**src/rtl/uart8_receiver.sv**
```systemverilog
// ---------------------------------------------------------------------------
// uart8_receiver
//
// Oversampling UART receiver. The serial line is synchronised, the start bit
// is qualified at its midpoint, and every data bit and the stop bit are
// sampled once per bit period at the bit centre. A good frame updates `out`
// and pulses `done`. A low stop bit pulses `err` and then waits for the line
// to return high, so a break condition cannot retrigger reception.
//
// Parameters
//   DATA_BITS   data bits per frame (LSB first)
//   OVERSAMPLE  clk cycles per bit period (even, >= 4)
//
// Ports
//   clk   receive sample clock, OVERSAMPLE x baud rate
//   rst   synchronous, active-high reset
//   en    receiver enable; low holds the receiver idle
//   in    serial line, idle high
//   out   last correctly received data word
//   done  one-cycle pulse: valid frame received, out updated
//   busy  high while the FSM is in any state other than IDLE
//   err   one-cycle pulse: framing error (stop bit sampled low)
// ---------------------------------------------------------------------------
module uart8_receiver #(
  parameter int DATA_BITS  = 8,
  parameter int OVERSAMPLE = 16
) (
  input  logic                 clk,
  input  logic                 rst,
  input  logic                 en,
  input  logic                 in,
  output logic [DATA_BITS-1:0] out,
  output logic                 done,
  output logic                 busy,
  output logic                 err
);

  localparam int CNT_W = $clog2(OVERSAMPLE);
  localparam int IDX_W = $clog2(DATA_BITS + 1);
  localparam int SEL_W = (DATA_BITS > 1) ? $clog2(DATA_BITS) : 1;

  localparam logic [CNT_W-1:0] CNT_HALF = CNT_W'(OVERSAMPLE / 2 - 1);
  localparam logic [CNT_W-1:0] CNT_LAST = CNT_W'(OVERSAMPLE - 1);
  localparam logic [IDX_W-1:0] IDX_LAST = IDX_W'(DATA_BITS - 1);

  typedef enum logic [2:0] {
    IDLE,
    START,
    DATA,
    STOP,
    WAIT_HIGH
  } state_e;

  state_e                 state_q;
  logic [CNT_W-1:0]       cnt_q;
  logic [IDX_W-1:0]       bit_idx_q;
  logic [DATA_BITS-1:0]   data_q;
  logic [DATA_BITS-1:0]   data_d;
  logic [DATA_BITS-1:0]   out_q;
  logic                   done_q;
  logic                   err_q;
  logic                   busy_q;
  logic                   sync1_q;
  logic                   sync2_q;
  logic                   in_s;
  logic [SEL_W-1:0]       bit_sel;

  // Two-flop synchroniser; resets to the idle (high) line level so that
  // leaving reset never looks like a start bit.
  always_ff @(posedge clk) begin
    // NOTE: sequential state uses non-blocking assignments so every flop
    // samples the pre-edge value of the others (sync2_q gets the old sync1_q).
    if (rst) begin
      sync1_q <= 1'b1;
      sync2_q <= 1'b1;
    end else begin
      sync1_q <= in;
      sync2_q <= sync1_q;
    end
  end

  assign in_s    = sync2_q;
  assign bit_sel = bit_idx_q[SEL_W-1:0];

  // Data register with the current sample written at position bit_idx.
  always_comb begin
    // NOTE: the full default first keeps this purely combinational; a
    // partially assigned vector here would infer a latch.
    data_d          = data_q;
    data_d[bit_sel] = in_s;
  end

  // Receive FSM. busy_q is written alongside every state change so that it
  // is always the registered decode (state != IDLE).
  always_ff @(posedge clk) begin
    if (rst) begin
      // NOTE: the data register is reset along with the control state; it is
      // a handful of flops, not a RAM, and keeps out deterministic.
      state_q   <= IDLE;
      cnt_q     <= '0;
      bit_idx_q <= '0;
      data_q    <= '0;
      out_q     <= '0;
      done_q    <= 1'b0;
      err_q     <= 1'b0;
      busy_q    <= 1'b0;
    end else if (!en) begin
      // Disabled: abandon any partial frame, keep out.
      state_q   <= IDLE;
      cnt_q     <= '0;
      bit_idx_q <= '0;
      done_q    <= 1'b0;
      err_q     <= 1'b0;
      busy_q    <= 1'b0;
    end else begin
      done_q <= 1'b0;
      err_q  <= 1'b0;
      unique case (state_q)
        IDLE: begin
          if (!in_s) begin
            state_q <= START;
            cnt_q   <= '0;
            busy_q  <= 1'b1;
          end
        end

        // Re-check the line half a bit later; a high level there was a glitch.
        START: begin
          if (cnt_q == CNT_HALF) begin
            cnt_q <= '0;
            if (!in_s) begin
              state_q   <= DATA;
              bit_idx_q <= '0;
            end else begin
              state_q <= IDLE;
              busy_q  <= 1'b0;
            end
          end else begin
            cnt_q <= cnt_q + 1'b1;
          end
        end

        // From the start-bit midpoint, each full period lands on a bit centre.
        DATA: begin
          if (cnt_q == CNT_LAST) begin
            cnt_q     <= '0;
            data_q    <= data_d;
            bit_idx_q <= bit_idx_q + 1'b1;
            if (bit_idx_q == IDX_LAST) begin
              state_q <= STOP;
            end
          end else begin
            cnt_q <= cnt_q + 1'b1;
          end
        end

        // Decision at mid stop bit, so a start bit directly after the stop
        // bit finds the FSM already in IDLE.
        STOP: begin
          if (cnt_q == CNT_LAST) begin
            cnt_q <= '0;
            if (in_s) begin
              out_q   <= data_q;
              done_q  <= 1'b1;
              state_q <= IDLE;
              busy_q  <= 1'b0;
            end else begin
              err_q   <= 1'b1;
              state_q <= WAIT_HIGH;
            end
          end else begin
            cnt_q <= cnt_q + 1'b1;
          end
        end

        WAIT_HIGH: begin
          if (in_s) begin
            state_q <= IDLE;
            busy_q  <= 1'b0;
          end
        end

        default: begin
          state_q <= IDLE;
          busy_q  <= 1'b0;
        end
      endcase
    end
  end

  assign out  = out_q;
  assign done = done_q;
  assign err  = err_q;
  assign busy = busy_q;

endmodule
```
**config.mk**
```make
export PLATFORM = sky130hd
export DESIGN_NAME = uart8_receiver
export DESIGN_NICKNAME = d
export VERILOG_FILES = /design/src/rtl/uart8_receiver.sv
export SDC_FILE = /design/constraint.sdc
export NUM_CORES = 1
export LEC_CHECK = 0
export CORE_MARGIN = 4
export CORE_UTILIZATION = 55
export DETAILED_ROUTE_END_ITERATION = 10
export GPL_ROUTABILITY_DRIVEN = 0
export HOLD_SLACK_MARGIN = 0.05
export PLACE_DENSITY = 0.78
export SLEW_MARGIN = 20
export SYNTH_ARGS = -nofsm -noshare
export SYNTH_HDL_FRONTEND = slang
export SYNTH_SLANG_ARGS = --single-unit
export TNS_END_PERCENT = 1
```
**constraint.sdc**
```tcl
create_clock -name clk -period 2.8 [get_ports clk]
set_input_delay 0.28 -clock clk [delete_from_list [all_inputs] [get_ports clk]]
set_output_delay 0.28 -clock clk [all_outputs]
set_load 0.05 [all_outputs]
```
Word-level counts from Yosys, hierarchy flattened
Index checks and enable logic that the tools add are counted.

Bits in registers: 32. Output and inout port bits: 11. Input port bits: 4.

Equality and inequality tests: 14. Mux-type cells: 26. $add $sub $neg: 2. Bitwise gates (word level): 4. $lt $le $gt $ge: 2. Reduce and logical (&&, ||, !) cells: 13.

Operators by type and width (count): $mux 3 (7); $mux 4 (5); $pmux 3 s5 (1); $ne 2x2->1 const B (7); $pmux 4 s3 (1); $reduce_and 4->1 (3); $add 4x1->4 const B (2); $bwmux 8 (1); $eq 4x3->1 const B (2); $pmux 4 s2 (1); $mux 1 (7); $eq 3x2->1 const B (2); $reduce_and 6->1 (1); $pmux 1 s5 (1); $eq 4x4->1 const B (1); $lt 3x4->1 const B (1); $not 1->1 (4); $reduce_or 2->1 (2); $reduce_or 4->1 (1); $demux 1 s3 (1); $eq 3x1->1 const B (1); $eq 3x3->1 const B (1); $ge 3x1->1 const B (1); $logic_not 3->1 (1); 6 further kinds (6).

Depth between registers and ports, before layout
Depth in word-level cells: 5. Gate-level depth with buffers: 6. Gate-level depth less buffers: 5.

Worst setup path before layout
No wires, ideal clock.

Path type: reg-to-reg. Start: register cnt_q[0]. End: register out_q[5], in the netlist out[5]. Stages on the path, launching flop included: 7. Path slack: 1090 ps. Data required time: 2672 ps. Buffers on the path: 1. Data arrival time: 1582 ps. Cell sequence: dfxtp_1 > ha_1 > nand4b_4 > or4_4 > buf_6 > mux2i_1 > nor2_1.

Cells in the longest elaborated chain, start to end: 2.

Ends and longest elaborated chain: start: declaration (RTL line 55) `logic [CNT_W-1:0] cnt_q;`; start signal: assignment (RTL line 139) `cnt_q <= cnt_q + 1'b1;`; start signal: assignment (RTL line 153) `cnt_q <= cnt_q + 1'b1;`; start signal: assignment (RTL line 172) `cnt_q <= cnt_q + 1'b1;`; $eq 4x4->1 (RTL line 160) `if (cnt_q == CNT_LAST) begin`; $reduce_and 4->1 (no source line); end signal: assignment (RTL line 163) `out_q <= data_q;`; end: declaration (RTL line 59) `logic [DATA_BITS-1:0] out_q;`.

No other way between the ends. A chain may end at the register's enable or synchronous reset.

Worst setup path in the final report
Start: register cnt_q[0]. End: register out_q[3], in the netlist out[3].

Same word-level chain as after synthesis.

==> results.yml <==
floorplan:
  pin_count: 15
  die-area_um2: 3567
  start_util_pct: 58.33
  die_height_um: 59.73
  die_x_um: 59.73
  rows: 18
  core_area_um2: 2522
drt:
  initialDrtViolationCount: 44
  drt-vias-per-instance: 5.820
  wl_per_cell_um: 13.42
  antenna_left: 0
  wl_um: 2683
  dr.pass1.iters: 4
  vias: 1164
  drc: 0
logic_synthesis:
  syn_nets: 166
  synth_top_area_cell: "dfxtp_1"
  synth_cell_types: 40
  synth-async-reset-ratio_pct: 0
  syn_inst: 160
  synth_edf_count: 0
  syn_area_um2: 1471
  yosys-top-cells-area: "dfxtp_1, mux2i_1, nor2_1, a2bb2oi_1, nor3_1"
  synth_seq_area_share_pct: 43.54
  synth-main-ff-cell: "dfxtp_1"
  avgSynthCellArea_um2: 9.196
  yosysWarnings: 0
  ys_ff_latch: 32
  synth_top_area_share_pct: 43.54
critical_path:
  crit_chain: "ha_1 -> nand4b_4 -> or4_4 -> mux2i_1 -> nor2_1"
  required_ns: 3.03
  cp_top_family: "simple AND/OR/NAND/NOR gates"
  cp-start-kind: "flop"
  critPathCaptureType: "flop"
  critical_path_buf_inv_count: 0
  critical_path_class: "flop to flop"
  slowest_delay_ns: 0.62
  slowest_stage: "or4_4"
  worst-path-max-fanout: 8
  cp.arrival_ns: 2.09
sta:
  fin_setup_tns_ns: 0
  fin_crit_ns: 1.868
  fmax_mhz: 535.4
  slew-limit-headroom_pct: 63.99
  post-route-period-util_pct: 66.71
  finalSetupViolCount: 0
  slew_violations: 0
  fin_worst_skew_ns: 0.005297
  tightest_slew_ns: 0.5402
  hold_viol: 0
  rsz0062_at_grt: "false"
power:
  irDropWorstVdd_mv: 0.4099
  p_leak_nw: 0.6658
  power_density_nw_per_um2: 490.5
grt:
  grt_pass1_vias: 1058
  grt_pass1_wl_um: 4609
  grt_start_max_net_pins: 20
  gr-usage-all-layers_pct: 17.18
  globalRoute.totalOverflow: 0
  antenna_found_initial: 0
cts:
  clock-root-buffer: "clkbuf_4"
  clkTransAtPathRegs_ns: 0.10
  cts_buffers: 5
  cts_max_path_buffers: 2
  htreeDepth: 2
  cts.sinks: 32
  holdBufCountCts: 0
  cts_tree: "done"
  post_cts.repair.setup_buffers: 0
  cts_resized: 0
  clock_latency_ns: 0.32
placement:
  portBuffers: 14
  hpwl_um: 1922
  placed_cells: 192
layout:
  layout-drive-gt1-share_pct: 8.235
  layout_common_cells: "dfxtp_1, nor2_1, mux2i_1"
  final_common_cell: "dfxtp_1"
  final_cells: 200
  nets: 175
  antenna_cells: 0
  area_growth_pct: 13.44
run:
  maxCapViolations: 0
outcome:
  status: "completed"
worst_hold_path:
  hp-class: "flop to flop"
state kept, by name, indices dropped and copies added (netlist names):
name	cells
bit_idx_q	4
busy	1
cnt_q	4
data_q	8
done	1
err	1
in_s	1
out	8
state_q	3
sync1_q	1
where the power goes:
group / internal, mW / leakage, nW / total (mW) / switching [mW]
Combinational: 0.0105 / 0.365 / 0.0233 / 0.0129
Clock: 0.187 / 0.0422 / 0.334 / 0.147
Sequential: 0.457 / 0.258 / 0.461 / 0.00400
logic make-up (layout without fill, tap and decap cells):
logic type,count (synthesis),after routing,synth area share [%]
buf+inv,18,28,5.612
compound gates,22,22,11.14
flops,32,32,43.54
xor+xnor,2,2,1.191
mux,17,17,11.56
simple gates,67,67,25.26
fa+ha+maj,2,2,1.700
stage by stage:
step           power [mW]  setup slack (ns)  cell area [µm²]  util (%)  hold WS, ns
2_1_floorplan      0.4865             1.090             1471         -       0.3838
3_3_place_gp       0.4943            0.9439             1593     63.14       0.3911
3_5_place_dp       0.4950            0.9319             1593     63.14       0.4047
4_1_cts            0.8283            0.9226             1669     66.17       0.4276
5_1_grt            0.8500            0.7490             1669     66.17       0.4424
6_report           0.8187            0.9321             1669     66.17       0.4219
final timing paths:
check | from | to | slack (ns) | depth (start not counted)
max reg2reg | cnt_q[0] | out[3] | 0.93 | 5
min | sync1_q | in_s | 0.42 | 1
max | cnt_q[0] | out[3] | 0.93 | 5
min reg2reg | sync1_q | in_s | 0.42 | 1
cells in the mapped netlist (3+ instances only):
| library cell | n |
|---|---|
| dfxtp_1 | 32 |
| nor2_1 | 27 |
| mux2i_1 | 17 |
| clkbuf_1 | 7 |
| nand2_1 | 7 |
| nor3_1 | 6 |
| a21oi_1 | 5 |
| inv_1 | 5 |
| a2bb2oi_1 | 4 |
| nand3_1 | 4 |
| a311oi_1 | 3 |
| buf_2 | 3 |
| nand2b_1 | 3 |
| nand4_1 | 3 |
| nand4b_1 | 3 |
area by class of cell:
| class | instances | area, µm² |
|---|---|---|
| clock buffers | 6 | 41.29 |
| clock inverters | 2 | 35.03 |
| fillers | 201 | 853.3 |
| inverters | 5 | 18.77 |
| multi-input cells | 110 | 748.2 |
| flip-flops and latches | 32 | 640.6 |
| well taps | 30 | 37.54 |
| repair buffers | 15 | 147.6 |
metal layers:
layer  track usage [%]  share of wire (%)  wire length [µm]
met1             22.28                 48              1299
met2             26.23                 45              1218
met3             4.536                4.2               114
met4             8.544                1.9                50
met5                 0                  0                 0
No activity file was read; power rests on OpenSTA's default activity.
==> variant 1, RTL diff (same flow settings) <==
Change the parameter `OVERSAMPLE` from 16 to 32.
--- a/src/rtl/uart8_receiver.sv
+++ b/src/rtl/uart8_receiver.sv
@@ -23,7 +23,7 @@
 // ---------------------------------------------------------------------------
 module uart8_receiver #(
   parameter int DATA_BITS  = 8,
-  parameter int OVERSAMPLE = 16
+  parameter int OVERSAMPLE = 32
 ) (
   input  logic                 clk,
   input  logic                 rst,
Behaviour: no difference found for any inputs over 10 cycles, from zero or initial values and one cycle with rst high; that may be too few to reach the edited logic, so the function may still have changed.
==> variant 1 against the unedited design <==
Worst setup slack worse by 0.31 ns. Routed wire length is 16% higher. Cell area is 2.1% higher. Core utilization is 0.20 points higher. Critical path depth is 2 higher. Total power is 8.3% lower. Sequential cell count is 1 higher. Area after synthesis is 4.4% higher. Critical endpoint is now out[7]. Highest routed layer unchanged. Clock power is 25% lower.
==> variant 1: results (changes against the unedited design) <==
- The synthesized-area fraction occupied by xor and xnor cells came to 0 (-0.01190).
- The switching power as a share of total power is 0.2302 (+0.02954).
- The largest voltage drop on the vdd net was 372.2 µV (-9.2%).
- The wire length of the first global-routing pass is 5.471 mm (+19%).
- The post-synthesis adder-cell area fraction came to 0.05619 (+0.03918).
- The final setup skew came to 0.008603 ns (+0.003306 ns).
- The normalized max-slew margin is 0.6471 (+0.007261).
- The clock-pin slew on the worst setup and hold paths came to 0.10 ns (about the same).
- The wire length per cell was 14.13 µm (+5.3%).
- The total nets after synthesis came to 189 (+14%).
- By area the synthesized netlist is led by sky130_fd_sc_hd__dfxtp_1 43%, sky130_fd_sc_hd__nand2_1 6.8%, sky130_fd_sc_hd__mux2i_1 5.9%, sky130_fd_sc_hd__ha_1 4.9%, sky130_fd_sc_hd__nor2_1 4.6%.
- The clock network latency to the later pin of the worst-skew pair was 0.34 ns (+0.02 ns).
- The maximum number of pins on one net before global-route repair came to 21 (+5.0%).
- The combined global-route utilization of all metal layers was 0.1979 (+0.02609).
- The flow ran to the end, and the final reports show no timing, DRC or antenna violations.
- The multiplexer share of the synthesized area was 0.06840 (-0.04724).
- The detailed-route vias per instance came to 5.805 (-0.27%).
- The ratio of cells with drive above 1 in the final layout is 0.06842 (-0.01393).
- The post-layout instance count excluding filler cells came to 220 (+10%).
- The cell leakage power is 0.6588 nW (-1.1%).
- The commonest cells after synthesis are 33 x sky130_fd_sc_hd__dfxtp_1, 28 x sky130_fd_sc_hd__nand2_1, 19 x sky130_fd_sc_hd__nor2_1.
- The sequential area share after synthesis is 0.4300 (-0.005407).
- The filler cell count in the final layout is 220 (+9.5%).
- The placed instance count came to 212 (+10%).
- The number of nets in the layout is 199 (+14%).
- The synthesized instance count is 179 (+12%).
- The synthesized-area fraction occupied by ao, oa, aoi and oai cells is 0.1075 (-0.003903).
- The post-DP HPWL came to 2.271 mm (+18%).
- The worst-path maximum fanout is 10 (+2).
- The arrival time reported for the critical path endpoint came to 2.41 ns (+0.32 ns).
[variant 1: cell count changes after synthesis, sizes merged, moves of 5 or more]
cell / delta
nor2: -8
nand2: +21
a21oi: +8
o21ai: +5
mux2i: -8
[variant 1: final timing paths]
path / slack (ns) / end / from / cells past startpoint
max reg2reg: 0.63 / out[7] / cnt_q[0] / 7
min: 0.44 / in_s / sync1_q / 1
max: 0.63 / out[7] / cnt_q[0] / 7
min reg2reg: 0.44 / in_s / sync1_q / 1
[variant 1: final cells by class]
cell class                      count  area [µm²]  share of cell area
Clock inverter                      2       10.01            0.005874
Inverter                            5       18.77             0.01101
Tap cell                           30       37.54             0.02203
Timing Repair Buffer               15       147.6             0.08664
Multi-Input combinational cell    129       788.3              0.4626
Clock buffer                        6       41.29             0.02423
Sequential cell                    33       660.6              0.3877
[variant 1: routing by layer]
metal | vias up | track usage | wire, µm
met3 | 7 | 0.06596 | 192
li1 | 641 | - | -
met4 | 0 | 0.08050 | 51
met1 | 591 | 0.2441 | 1378
met5 | - | 0 | 0
met2 | 38 | 0.3176 | 1486
[variant 1: power by group through the flow]
| stage | combinational [mW] | sequential [mW] | clock, mW |
|---|---|---|---|
| global route | 0.0289 | 0.477 | 0.280 |
| CTS | 0.0261 | 0.476 | 0.256 |
| floorplan | 0.0189 | 0.485 | 0 |
| detailed placement | 0.0259 | 0.487 | 0 |
| global placement | 0.0249 | 0.487 | 0 |
| finish | 0.0258 | 0.476 | 0.249 |
[variant 1: logic make-up after synthesis]
group                    after synthesis
AO/OA/AOI/OAI                         28
adder cells (fa/ha/maj)                7
buffers and inverters                 17
flip-flops                            33
multiplexers                          10
AND/OR/NAND/NOR                       84
[variant 1: worst max-delay path, cell delays in order (launching register included)]
cell and delay [ns]:
sky130_fd_sc_hd__dfxtp_1 0.37, sky130_fd_sc_hd__ha_1 0.20, sky130_fd_sc_hd__and3_1 0.24, sky130_fd_sc_hd__ha_1 0.26
sky130_fd_sc_hd__and4b_1 0.41, sky130_fd_sc_hd__nand3_1 0.32, sky130_fd_sc_hd__nand2_1 0.18, sky130_fd_sc_hd__a21oi_1 0.09
[variant 1: metrics by stage]
stage               total power [mW]  instance area (µm²)  setup WS (ns)    util  hold slack, ns
detailed placement            0.5131                 1653         0.6728  0.6438          0.4125
global placement              0.5121                 1653         0.8122  0.6438          0.4005
finish                        0.7508                 1704         0.6257  0.6637          0.4372
CTS                           0.7580                 1704         0.6381  0.6637          0.4410
floorplan                     0.5039                 1536         0.9627       -          0.3838
global route                  0.7860                 1704         0.4290  0.6637          0.4499
==> variant 2, RTL diff (same settings) <==
Made on the original files. Put one more register stage on the output `err`, cleared by the reset. The value now appears one clock later. The other outputs are not delayed to match. Comments in the files are not updated.
--- a/src/rtl/uart8_receiver.sv
+++ b/src/rtl/uart8_receiver.sv
@@ -190,7 +190,13 @@
 
   assign out  = out_q;
   assign done = done_q;
-  assign err  = err_q;
+  always_ff @(posedge clk) begin
+    if (rst) begin
+      err <= '0;
+    end else begin
+      err <= err_q;
+    end
+  end
   assign busy = busy_q;
 
 endmodule
Formal check against the unedited RTL: same outputs for any inputs over 10 cycles, from zero or initial values and one cycle with rst high; that may be too few to reach the edited logic, so the function may still have changed.
==> variant 2 against the unedited design <==
Combinational power rose by 19%. Largest power group unchanged. Synthesized cell count rose by 2.5%. Routed wire length rose by 7.6%. Cell area rose by 2.0%. Total power fell by 1.1%. Sequential cell count rose by 1. First-iteration DRC count rose by 9.1%. Worst setup slack got worse by 0.065 ns. Area after synthesis rose by 4.1%. Clock skew rose by 0.0065 ns. Clock power fell by 8.4%. Die area rose by 3.5%. Sequential share of layout area rose by 0.41 points.
==> variant 2: results (changes against the unedited design) <==
- The number of sinks on the clock net is 33 (+3.1%).
- The transition time of the tightest slew-check pin came to 0.6286 ns (+0.08842 ns).
- The wire length of the first global-routing pass came to 4.961 mm (+7.6%).
- The ratio of cells with drive above 1 in the final layout is 0.1040 (+0.02169).
- The flow ran to the end, and the final reports show no timing, DRC or antenna violations.
- The largest voltage drop on the vdd net is 428.6 µV (+4.6%).
- The distinct cell type count after synthesis came to 46 (+15%).
- The sequential area share after synthesis was 0.4314 (-0.004002).
- The longest individual stage delay on the worst path is 0.57 ns (-0.05 ns).
- The share of final layout cell area taken by non-clock buffers is 0.08670 (-0.001755).
- The count of multi-input gates is 113 (+2.7%).
- The register fraction of the total cell area is 0.3880 (+0.004143).
- The post-DP HPWL was 2.057 mm (+7.0%).
- On the critical path, the stage with the largest delay is an instance of sky130_fd_sc_hd__dfxtp_1.
- The number of nets in the layout came to 178 (+1.7%).
- The synthesized instance count came to 164 (+2.5%).
- By area the synthesized netlist is led by sky130_fd_sc_hd__dfxtp_1 43%, sky130_fd_sc_hd__mux2i_1 11%, sky130_fd_sc_hd__nor2_1 5.6%, sky130_fd_sc_hd__nor3_1 2.6%, sky130_fd_sc_hd__nand2_1 2.5%.
- The worst-path maximum fanout is 11 (+3).
- The pre-CTS worst setup slack came to 0.6230 ns (-0.3090 ns).
- The cell area after placement is 0.001633 mm² (+2.5%).
- The commonest cells after synthesis are 33 x sky130_fd_sc_hd__dfxtp_1, 23 x sky130_fd_sc_hd__nor2_1, 17 x sky130_fd_sc_hd__mux2i_1.
- The number of signal-net inverters in the final layout is 4 (-1).
- The multi-input gate area in the final layout is 772.0 µm² (+3.2%).
- The total nets after synthesis was 170 (+2.4%).
- The total via count in the routed design is 1,175 (+0.95%).
- The maximum number of pins on one net before global-route repair is 19 (-5.0%).
- The number of clock buffer instances in the layout is 7 (+1).
## variant 2: changes by cell type in the layout (fill, tap and decap cells not counted), moves of 3 or more
cell and change:
sky130_fd_sc_hd__nor2_1 -4, sky130_fd_sc_hd__nand2_1 +3, sky130_fd_sc_hd__a2bb2oi_1 -3, sky130_fd_sc_hd__nor2b_1 +4
sky130_fd_sc_hd__a31oi_1 +3, sky130_fd_sc_hd__a21oi_1 -3
## variant 2: power breakdown
group          switching (mW)  internal [mW]  leakage (nW)
combinational          0.0153         0.0123         0.326
clock                   0.161          0.145        0.0413
sequential            0.00453          0.471         0.266
total                   0.180          0.629         0.634
## variant 2: path summary, 6_finish.rpt
check	start	to	slack [ns]	depth (start not counted)
max reg2reg	state_q[1]	bit_idx_q[3]	0.87	4
max	state_q[1]	bit_idx_q[3]	0.87	4
min	sync1_q	in_s	0.43	1
min reg2reg	sync1_q	in_s	0.43	1
## variant 2: kinds of logic after synthesis
group,count (synthesis),synth area share
adder cells (fa/ha/maj),2,0.01634
flip-flops,33,0.4314
buffers and inverters,18,0.06454
AND/OR/NAND/NOR,75,0.2778
multiplexers,18,0.1185
AO/OA/AOI/OAI,18,0.09152
## variant 2: worst register-to-register path: stages (launching register included)
cell and delay (ns):
sky130_fd_sc_hd__dfxtp_1 0.57, sky130_fd_sc_hd__nand4bb_1 0.47, sky130_fd_sc_hd__nor3_1 0.50, sky130_fd_sc_hd__nor3b_1 0.24
sky130_fd_sc_hd__a211o_1 0.12
## variant 2: routing by layer
| metal | GRT usage | part of all wire | up-vias |
|---|---|---|---|
| li1 | - | - | 591 |
| met1 | 0.2250 | 0.46 | 546 |
| met2 | 0.2763 | 0.47 | 28 |
| met3 | 0.06596 | 0.042 | 10 |
| met4 | 0.1084 | 0.029 | 0 |
| met5 | 0 | 0 | - |
